File: config.mk
export PLATFORM = sky130hd
export DESIGN_NAME = shared_bus_arbiter
export DESIGN_NICKNAME = d
export VERILOG_FILES = /design/src/rtl/shared_bus_arbiter.sv
export SDC_FILE = /design/constraint.sdc
export NUM_CORES = 1
export LEC_CHECK = 0
export CORE_MARGIN = 2
export CORE_UTILIZATION = 30
export DETAILED_ROUTE_END_ITERATION = 12
export PLACE_DENSITY_LB_ADDON = 0.12
export REMOVE_ABC_BUFFERS = 1
export SLEW_MARGIN = 20
export SYNTH_ARGS = -nofsm -noshare
export SYNTH_HDL_FRONTEND = slang
export SYNTH_SLANG_ARGS = --single-unit
File: constraint.sdc
create_clock -name i_clk -period 2.2 [get_ports i_clk]
set_clock_uncertainty 0.05 [all_clocks]
set_input_delay 0.22 -clock i_clk [delete_from_list [all_inputs] [get_ports i_clk]]
set_output_delay 0.22 -clock i_clk [all_outputs]
set_load 0.05 [all_outputs]
File: src/rtl/shared_bus_arbiter.sv
// Round-robin arbiter and sequencer for the shared interface bus. It grants one producer,
// muxes its data onto o_y and frames the consumer latch enable with setup and hold cycles.
module shared_bus_arbiter #(
  parameter int WIDTH    = 8,
  parameter int MAX_HOLD = 4
) (
  input  logic             i_clk,
  input  logic             i_arst,
  input  logic [1:0]       i_req,
  input  logic [1:0]       i_last,
  input  logic [WIDTH-1:0] i_data0,
  input  logic [WIDTH-1:0] i_data1,
  output logic [1:0]       o_gnt,
  output logic [WIDTH-1:0] o_y,
  output logic             o_en,
  output logic             o_busy,
  output logic             o_owner
);

  typedef enum logic [1:0] {
    IDLE    = 2'd0,
    SETUP   = 2'd1,
    XFER    = 2'd2,
    RELEASE = 2'd3
  } state_t;

  localparam logic [3:0] MAX_BEATS = 4'(MAX_HOLD);

  state_t           state_q, state_d;
  logic [1:0]       gnt_q, gnt_d;
  logic [WIDTH-1:0] y_q, y_d;
  logic             en_q, en_d;
  logic             busy_q, busy_d;
  logic             owner_q, owner_d;
  logic             last_owner_q, last_owner_d;
  logic [3:0]       beat_q, beat_d;

  logic             winner;
  logic [WIDTH-1:0] winner_data;
  logic [WIDTH-1:0] owner_data;
  logic             xfer_done;

  always_ff @(posedge i_clk) begin
    if (i_arst) begin
      state_q      <= IDLE;
      gnt_q        <= 2'b00;
      y_q          <= '0;
      en_q         <= 1'b0;
      busy_q       <= 1'b0;
      owner_q      <= 1'b1;
      last_owner_q <= 1'b1;
      beat_q       <= 4'd0;
    end else begin
      state_q      <= state_d;
      gnt_q        <= gnt_d;
      y_q          <= y_d;
      en_q         <= en_d;
      busy_q       <= busy_d;
      owner_q      <= owner_d;
      last_owner_q <= last_owner_d;
      beat_q       <= beat_d;
    end
  end

  // On contention the requester that did not own the bus last time wins.
  always_comb begin
    if (i_req == 2'b11) begin
      winner = ~last_owner_q;
    end else begin
      winner = i_req[1];
    end
    winner_data = winner ? i_data1 : i_data0;
    owner_data  = owner_q ? i_data1 : i_data0;
    xfer_done   = i_last[owner_q] || !i_req[owner_q] || (beat_q == MAX_BEATS);
  end

  always_comb begin
    state_d      = state_q;
    gnt_d        = gnt_q;
    y_d          = y_q;
    en_d         = en_q;
    busy_d       = busy_q;
    owner_d      = owner_q;
    last_owner_d = last_owner_q;
    beat_d       = beat_q;

    case (state_q)
      IDLE: begin
        gnt_d = 2'b00;
        en_d  = 1'b0;
        if (|i_req) begin
          state_d = SETUP;
          gnt_d   = winner ? 2'b10 : 2'b01;
          owner_d = winner;
          busy_d  = 1'b1;
          y_d     = winner_data;
        end
      end
      SETUP: begin
        state_d = XFER;
        y_d     = owner_data;
        en_d    = 1'b1;
        beat_d  = 4'd1;
      end
      XFER: begin
        // The exit edge leaves o_y untouched so the final beat is held after the latch closes.
        if (xfer_done) begin
          state_d      = RELEASE;
          en_d         = 1'b0;
          gnt_d        = 2'b00;
          last_owner_d = owner_q;
          beat_d       = 4'd0;
        end else begin
          y_d    = owner_data;
          beat_d = beat_q + 4'd1;
        end
      end
      RELEASE: begin
        state_d = IDLE;
        busy_d  = 1'b0;
        en_d    = 1'b0;
        gnt_d   = 2'b00;
      end
      default: begin
        state_d = IDLE;
        gnt_d   = 2'b00;
        en_d    = 1'b0;
        busy_d  = 1'b0;
      end
    endcase
  end

  assign o_gnt   = gnt_q;
  assign o_y     = y_q;
  assign o_en    = en_q;
  assign o_busy  = busy_q;
  assign o_owner = owner_q;

endmodule

==> tab_implementation.tex, run 1 <==
\begin{tabular}{lr}
\hline
Metric & Value \\
\hline
\multicolumn{2}{l}{\textbf{CTS}} \\
\quad Worst-path clk slew & 0.07 ns \\
\quad Post-CTS Repair Setup Buffers & 0 \\
\quad Number of H-tree levels & 1 \\
\quad Number of buffers between clock root and the deepest sink & 2 \\
\quad Clock latency on the worst-skew pair & 0.26 ns \\
\quad CTS sink count & 20 \\
\quad CTS-repair resized insts & 0 \\
\quad CTS tree & done \\
\quad Number of buffers created by CTS & 3 \\
\quad \# hold bufs at CTS & 0 \\
\quad Root buffer selected by CTS & sky130\_fd\_sc\_hd\_\_clkbuf\_8 \\
\multicolumn{2}{l}{\textbf{Yosys}} \\
\quad Synthesized netlist cell count & 119 \\
\quad Avg Inst Size Synth & 9.54 um\^{}2 \\
\quad Fraction of registers with async set/reset & 0\% \\
\quad Number of synthesized register bits & 20 \\
\quad Count of flip-flops with a built-in enable after synthesis & 0 \\
\quad Synth cell types & 32 \\
\quad Share of the yosys chip area belonging to registers & 35.3\% \\
\quad Ys flop type & sky130\_fd\_sc\_hd\_\_dfxtp\_1 \\
\quad Yosys warning total & 0 \\
\quad Cell area after synthesis & 0.00113 mm\^{}2 \\
\multicolumn{2}{l}{\textbf{Route}} \\
\quad Wire length reported by the detailed router & 2630 um \\
\quad Via total after detailed routing & 1004 \\
\quad Violation count after the first detailed-route iteration & 16 \\
\quad Number of remaining DRC errors & 0 \\
\quad Average via count per standard cell & 4.95 \\
\quad Length of the first detailed-routing pass in iterations & 4 \\
\quad Detailed-route wire length per cell & 13.0 um \\
\quad Remaining antenna violation count after routing & 0 \\
\multicolumn{2}{l}{\textbf{Setup path}} \\
\quad Kind of end point of the critical path & flip-flop \\
\quad Critical Path Sink & o\_y[0]\$\_SDFFE\_PP0P\_ \\
\quad Worst R2R Start & state\_q[1]\$\_SDFFE\_PP0P\_ \\
\quad R2R cell count & 6 \\
\quad Critical Setup Path Class & flip-flop to flip-flop \\
\quad Critical path peak fanout & 9 \\
\quad Data required time at the worst endpoint & 2.33 ns \\
\quad Capturing point of the worst reg2reg path & o\_y[0]\$\_SDFFE\_PP0P\_ \\
\quad Startpoint type of the worst setup path & flip-flop \\
\quad Data arrival, critical path & 2.14 ns \\
\quad Slack of the worst reg-to-reg path & 0.19 ns \\
\quad Start point of the critical path & state\_q[1]\$\_SDFFE\_PP0P\_ \\
\multicolumn{2}{l}{\textbf{Power}} \\
\quad Peak supply drop & 0.526 mV \\
\quad Power per cell area & 1420 mW/mm\^{}2 \\
\quad Total Power & 2.25 mW \\
\quad Leakage component of the power & 0.613 nW \\
\multicolumn{2}{l}{\textbf{Die}} \\
\quad Boundary Pins & 35 \\
\quad Effective utilization at floorplan & 31.0\% \\
\quad Y dimension of the die & 65.5 um \\
\quad Num rows & 22 \\
\quad Die width & 65.5 um \\
\quad Core region area & 0.00366 mm\^{}2 \\
\quad Area of the die & 0.00429 mm\^{}2 \\
\multicolumn{2}{l}{\textbf{STA}} \\
\quad Final number of setup-violating endpoints & 0 \\
\quad Hold violation total from the final report & 0 \\
\quad Number of slew-limit violations in the final report & 0 \\
\quad Minimum clock period after layout & 2.01 ns \\
\quad Least setup slack across all paths after layout & 0.189 ns \\
\quad Post-Route Setup TNS & 0 ns \\
\quad Worst-Margin Slew & 0.502 ns \\
\quad Tcrit/Tclk final & 91.4\% \\
\quad Fmax achieved & 497 MHz \\
\quad Remaining max-slew budget at the tightest pin & 66.4\% \\
\quad Unrepaired setup endpoints after global routing & false \\
\quad Worst hold margin & 0.437 ns \\
\multicolumn{2}{l}{\textbf{Final layout}} \\
\quad Area added between synthesis and finish & 39.9\% \\
\quad Post-route design area & 0.00159 mm\^{}2 \\
\quad Utilization after layout & 43.4\% \\
\quad Diode insertion count for antenna repair & 0 \\
\quad Share of layout cells above drive strength 1 & 12.9\% \\
\quad Non-filler instance count after layout & 203 \\
\quad Post-layout net count & 186 \\
\multicolumn{2}{l}{\textbf{Placement}} \\
\quad Worst-case setup slack after placement & 0.127 ns \\
\quad Inst Count DP & 199 \\
\quad Number of port buffers & 34 \\
\quad Final weighted congestion in routability-driven placement & 0.747 \\
\quad DP HPWL & 2040 um \\
\quad Area post-placement & 0.00153 mm\^{}2 \\
\multicolumn{2}{l}{\textbf{Global route}} \\
\quad Largest net degree at the start of global routing & 12 \\
\quad Via count of the first global-routing pass & 982 \\
\quad First-pass GRT wire length & 4310 um \\
\quad Overall global routing resource usage & 12.9\% \\
\quad Leftover overflow at the end of global routing & 0 \\
\quad Antenna violations before repair & 0 \\
\multicolumn{2}{l}{\textbf{Run status}} \\
\quad Outcome & finished clean \\
\multicolumn{2}{l}{\textbf{Worst hold path}} \\
\quad Min-delay worst type & flip-flop to flip-flop \\
\multicolumn{2}{l}{\textbf{Job}} \\
\quad Count of max-cap constraint violations & 0 \\
\hline
\end{tabular}
## state kept, by name, summed over array words and instances (netlist names)
register and cells:
beat_q 4, state_q 2, o_y 8, o_en 1
o_gnt 2, o_owner 1, o_busy 1, last_owner_q 1
## worst max-delay path, stage by stage, from the launching register on
cell                       delay, ns
sky130_fd_sc_hd__dfxtp_1        0.35
sky130_fd_sc_hd__inv_1          0.13
sky130_fd_sc_hd__ha_1           0.26
sky130_fd_sc_hd__or3b_1         0.42
sky130_fd_sc_hd__o311a_1        0.28
sky130_fd_sc_hd__and2_4         0.27
sky130_fd_sc_hd__a211oi_2       0.17
## metal layers
metal,part of all wire [%],up-vias,GRT usage (%),wire length (um)
met2,47,31,24.0,1230
met5,0,-,0,0
met3,6.7,4,2.57,177
met4,1.3,0,5.47,35
met1,45,467,14.2,1180
li1,-,502,-,-
## where the power goes
group          leakage [nW]  internal [mW]  total [mW]  switching (mW)
clock network        0.0288          0.159       0.281           0.121
registers             0.165          0.482       0.564          0.0818
logic                 0.419          0.578        1.41           0.830
## cells in the mapped netlist (all sizes together) (2+ instances only)
master   n  share of area [%]
inv      6                2.0
a21oi   15                6.6
clkbuf   3               0.99
dfxtp   20                 35
a31oi    2                1.1
o21ai    3                1.3
ha       8                8.8
nand2    4                1.3
nor2     5                1.7
or3b     2                1.8
nand3    9                4.0
a211oi   9                 11
nand4b   2                1.5
nand3b   2                1.3
nand2b   4                2.2
buf      3                1.9
mux2i   11                 10
## cell usage in the layout, fill, tap and decap left out, types with 2 or more instances in the layout
| cell type | count |
|---|---|
| sky130_fd_sc_hd__nand3b_1 | 2 |
| sky130_fd_sc_hd__ha_1 | 8 |
| sky130_fd_sc_hd__mux2i_1 | 10 |
| sky130_fd_sc_hd__nand4b_1 | 2 |
| sky130_fd_sc_hd__dfxtp_1 | 20 |
| sky130_fd_sc_hd__nor2_1 | 5 |
| sky130_fd_sc_hd__clkdlybuf4s50_1 | 34 |
| sky130_fd_sc_hd__buf_4 | 4 |
| sky130_fd_sc_hd__clkbuf_8 | 4 |
| sky130_fd_sc_hd__nand2_1 | 4 |
| sky130_fd_sc_hd__nand2b_1 | 4 |
| sky130_fd_sc_hd__a211oi_2 | 8 |
| sky130_fd_sc_hd__inv_1 | 6 |
| sky130_fd_sc_hd__a21oi_1 | 15 |
| sky130_fd_sc_hd__nand3_1 | 9 |
| sky130_fd_sc_hd__a31oi_1 | 2 |
| sky130_fd_sc_hd__o21ai_0 | 3 |
## cells by family (layout without fill, tap and decap cells)
family          count (synthesis)  after routing  synth area share, %
fa+ha+maj                       8              8                 8.82
buf+inv                        12             48                 4.85
flops                          20             20                 35.3
mux                            11             11                 10.0
compound gates                 35             35                 24.0
simple gates                   33             33                 17.0
## final cells by class
class	count	area (um^2)
fill	355	2070
multi-input combinational	87	679
sequential	20	400
timing repair buffer	38	370
tap	48	60.1
clock buffer	4	55.1
inverter	6	22.5
## worst min path at each step
stage,startpoint,to,slack (ns),depth (start not counted)
after floorplan,i_arst,o_y[0]$_SDFFE_PP0P_,0.23,1
after global placement,o_busy$_SDFFE_PP0P_,o_busy$_SDFFE_PP0P_,0.43,2
after detailed placement,o_busy$_SDFFE_PP0P_,o_busy$_SDFFE_PP0P_,0.42,2
final,o_busy$_SDFFE_PP0P_,o_busy$_SDFFE_PP0P_,0.44,2
after global routing,o_gnt[0]$_SDFFE_PP0P_,o_gnt[0]$_SDFFE_PP0P_,0.46,2
after CTS,o_gnt[0]$_SDFFE_PP0P_,o_gnt[0]$_SDFFE_PP0P_,0.44,2
(Power assumes the default switching activity.)
==> inputs of run 2 (changes only) <==
- CELL_PAD_IN_SITES_DETAIL_PLACEMENT: not set -> 1
- CELL_PAD_IN_SITES_GLOBAL_PLACEMENT: not set -> 2
- CORE_UTILIZATION: 30 -> 27
- SLEW_MARGIN: 20 -> 10
==> run 2 against run 1 <==
Compared with the run above:
- clock power shrank 13%
- sequential power grew 0.9%
- critical path depth stayed put
- fmax fell by 2.0%
- via count grew 4.9%
- routed wire length is 20% higher
- register-to-register slack got worse by 0.04 ns
- total power grew 1.3%
- highest routed layer unchanged
==> tab_implementation.tex, run 2 (synthesis results as in run 1) <==
\begin{tabular}{lr}
\hline
Metric & Value \\
\hline
\multicolumn{2}{l}{\textbf{CTS}} \\
\quad Number of buffers between clock root and the deepest sink & 2 \\
\quad CTS sink count & 20 \\
\quad Post-CTS Repair Setup Buffers & 0 \\
\quad Worst-path clk slew & 0.08 ns \\
\quad CTS tree & done \\
\quad Number of H-tree levels & 1 \\
\quad \# hold bufs at CTS & 0 \\
\quad CTS-repair resized insts & 0 \\
\quad Clock latency on the worst-skew pair & 0.26 ns \\
\quad Number of buffers created by CTS & 3 \\
\quad Root buffer selected by CTS & sky130\_fd\_sc\_hd\_\_clkbuf\_8 \\
\multicolumn{2}{l}{\textbf{Global route}} \\
\quad Busiest grt layer & met2 \\
\quad Global routing met2 resource utilization & 26.0\% \\
\quad Global-route track usage on met3 & 2.44\% \\
\quad Overall global routing resource usage & 14.6\% \\
\quad Antenna violations before repair & 0 \\
\quad Met1 Resource Use GR & 17.2\% \\
\quad Largest net degree at the start of global routing & 11 \\
\quad Via count of the first global-routing pass & 1091 \\
\quad First-pass GRT wire length & 5030 um \\
\quad Leftover overflow at the end of global routing & 0 \\
\multicolumn{2}{l}{\textbf{Job}} \\
\quad Count of max-cap constraint violations & 0 \\
\multicolumn{2}{l}{\textbf{Setup path}} \\
\quad Data arrival, critical path & 2.18 ns \\
\quad Kind of end point of the critical path & flip-flop \\
\quad Data required time at the worst endpoint & 2.33 ns \\
\quad R2R cell count & 6 \\
\quad Startpoint type of the worst setup path & flip-flop \\
\quad Critical path peak fanout & 9 \\
\quad Critical Setup Path Class & flip-flop to flip-flop \\
\multicolumn{2}{l}{\textbf{STA}} \\
\quad Number of slew-limit violations in the final report & 0 \\
\quad Hold violation total from the final report & 0 \\
\quad Minimum clock period after layout & 2.05 ns \\
\quad Tcrit/Tclk final & 93.3\% \\
\quad Worst-Margin Slew & 0.502 ns \\
\quad Post-Route Setup TNS & 0 ns \\
\quad Remaining max-slew budget at the tightest pin & 66.4\% \\
\quad Unrepaired setup endpoints after global routing & false \\
\quad Fmax achieved & 487 MHz \\
\quad Final number of setup-violating endpoints & 0 \\
\multicolumn{2}{l}{\textbf{Power}} \\
\quad Clock network fraction of total power & 10.8\% \\
\quad Internal power & 1.21 mW \\
\quad Peak supply drop & 0.576 mV \\
\quad Combinational share of power & 64.3\% \\
\quad Leakage component of the power & 0.631 nW \\
\quad Power per cell area & 1410 mW/mm\^{}2 \\
\quad Switching Fraction & 46.8\% \\
\quad Register share of total power & 24.9\% \\
\quad Net switching power figure & 1.07 mW \\
\multicolumn{2}{l}{\textbf{Die}} \\
\quad Num rows & 23 \\
\quad Area of the die & 0.00474 mm\^{}2 \\
\quad Boundary Pins & 35 \\
\quad Effective utilization at floorplan & 28.2\% \\
\quad Die width & 68.8 um \\
\quad Y dimension of the die & 68.8 um \\
\quad Core region area & 0.00403 mm\^{}2 \\
\multicolumn{2}{l}{\textbf{Final layout}} \\
\quad Utilization after layout & 40.1\% \\
\quad Share of layout cells above drive strength 1 & 15.1\% \\
\quad Non-filler instance count after layout & 209 \\
\quad Max reg flops & 8 \\
\quad Post-layout net count & 191 \\
\quad Most common cell after layout, fill and taps aside & sky130\_fd\_sc\_hd\_\_clkdlybuf4s50\_1 \\
\quad Diode insertion count for antenna repair & 0 \\
\quad Area added between synthesis and finish & 42.2\% \\
\quad Highest-count cells in the layout ignoring fill and taps & 34 x sky130\_fd\_sc\_hd\_\_clkdlybuf4s50\_1, 20 x sky130\_fd\_sc\_hd\_\_dfxtp\_1, 15 x sky130\_fd\_sc\_hd\_\_a21oi\_1, 10 x sky130\_fd\_sc\_hd\_\_mux2i\_1 \\
\multicolumn{2}{l}{\textbf{Worst hold path}} \\
\quad Worst hold stages & 2 \\
\quad Min-delay worst type & flip-flop to flip-flop \\
\multicolumn{2}{l}{\textbf{Route}} \\
\quad Length of the first detailed-routing pass in iterations & 4 \\
\quad Detailed-route wire length per cell & 15.1 um \\
\quad Via total after detailed routing & 1053 \\
\quad Average via count per standard cell & 5.04 \\
\quad Wire length reported by the detailed router & 3160 um \\
\quad Remaining antenna violation count after routing & 0 \\
\quad Number of remaining DRC errors & 0 \\
\quad Violation count after the first detailed-route iteration & 35 \\
\multicolumn{2}{l}{\textbf{Placement}} \\
\quad DP HPWL & 2510 um \\
\quad Number of port buffers & 34 \\
\quad Final weighted congestion in routability-driven placement & 0.815 \\
\quad Inst Count DP & 206 \\
\multicolumn{2}{l}{\textbf{Run status}} \\
\quad Outcome & finished clean \\
\hline
\end{tabular}
[run 2: cell count changes in the layout (fill, tap and decap cells not counted)]
cell,previous run,this run
sky130_fd_sc_hd__buf_4,4,9
sky130_fd_sc_hd__clkbuf_8,4,3
[run 2: area by class of cell]
cell class | instances | area, um^2
Sequential cell | 20 | 400
Clock buffer | 3 | 41.3
Tap cell | 50 | 62.6
Inverter | 6 | 22.5
Multi-Input combinational cell | 87 | 679
Timing Repair Buffer | 43 | 408
Fill cell | 470 | 2410
[run 2: stage by stage]
stage / hold slack, ns / setup WS, ns / power, mW / instance area [um^2]
floorplan: 0.235 / 0.258 / 1.59 / 1100
global placement: 0.416 / 0.206 / 2.02 / 1570
detailed placement: 0.432 / 0.180 / 2.06 / 1570
CTS: 0.447 / 0.156 / 2.32 / 1610
global route: 0.471 / 0.0256 / 2.44 / 1610
finish: 0.441 / 0.147 / 2.28 / 1610
[run 2: critical path, stage by stage, from the launching register on]
cell and delay, ns:
sky130_fd_sc_hd__dfxtp_1 0.35, sky130_fd_sc_hd__inv_1 0.13, sky130_fd_sc_hd__ha_1 0.27, sky130_fd_sc_hd__or3b_1 0.44, sky130_fd_sc_hd__o311a_1 0.28, sky130_fd_sc_hd__and2_4 0.27, sky130_fd_sc_hd__a211oi_2 0.18
[run 2: path summary, 6_finish.rpt]
kind / start / endpoint / slack (ns)
worst max-delay path: state_q[1]$_SDFFE_PP0P_ / o_y[6]$_SDFFE_PP0P_ / 0.15
worst min-delay path: o_gnt[1]$_SDFFE_PP0P_ / o_gnt[1]$_SDFFE_PP0P_ / 0.44
worst max register to register: state_q[1]$_SDFFE_PP0P_ / o_y[6]$_SDFFE_PP0P_ / 0.15
worst min register to register: o_gnt[1]$_SDFFE_PP0P_ / o_gnt[1]$_SDFFE_PP0P_ / 0.44
[run 2: layer usage]
metal | routed length [um] | vias up
met3 | 188 | 5
met2 | 1520 | 27
met1 | 1390 | 511
li1 | - | 510
met5 | 0 | -
met4 | 54 | 0
[run 2: power by group through the flow]
stage,clock (mW),combinational [mW],sequential [mW]
3_3_place_gp,0,1.45,0.575
5_1_grt,0.269,1.58,0.590
6_report,0.245,1.47,0.569
4_1_cts,0.256,1.49,0.572
3_5_place_dp,0,1.48,0.580
2_1_floorplan,0,0.740,0.852
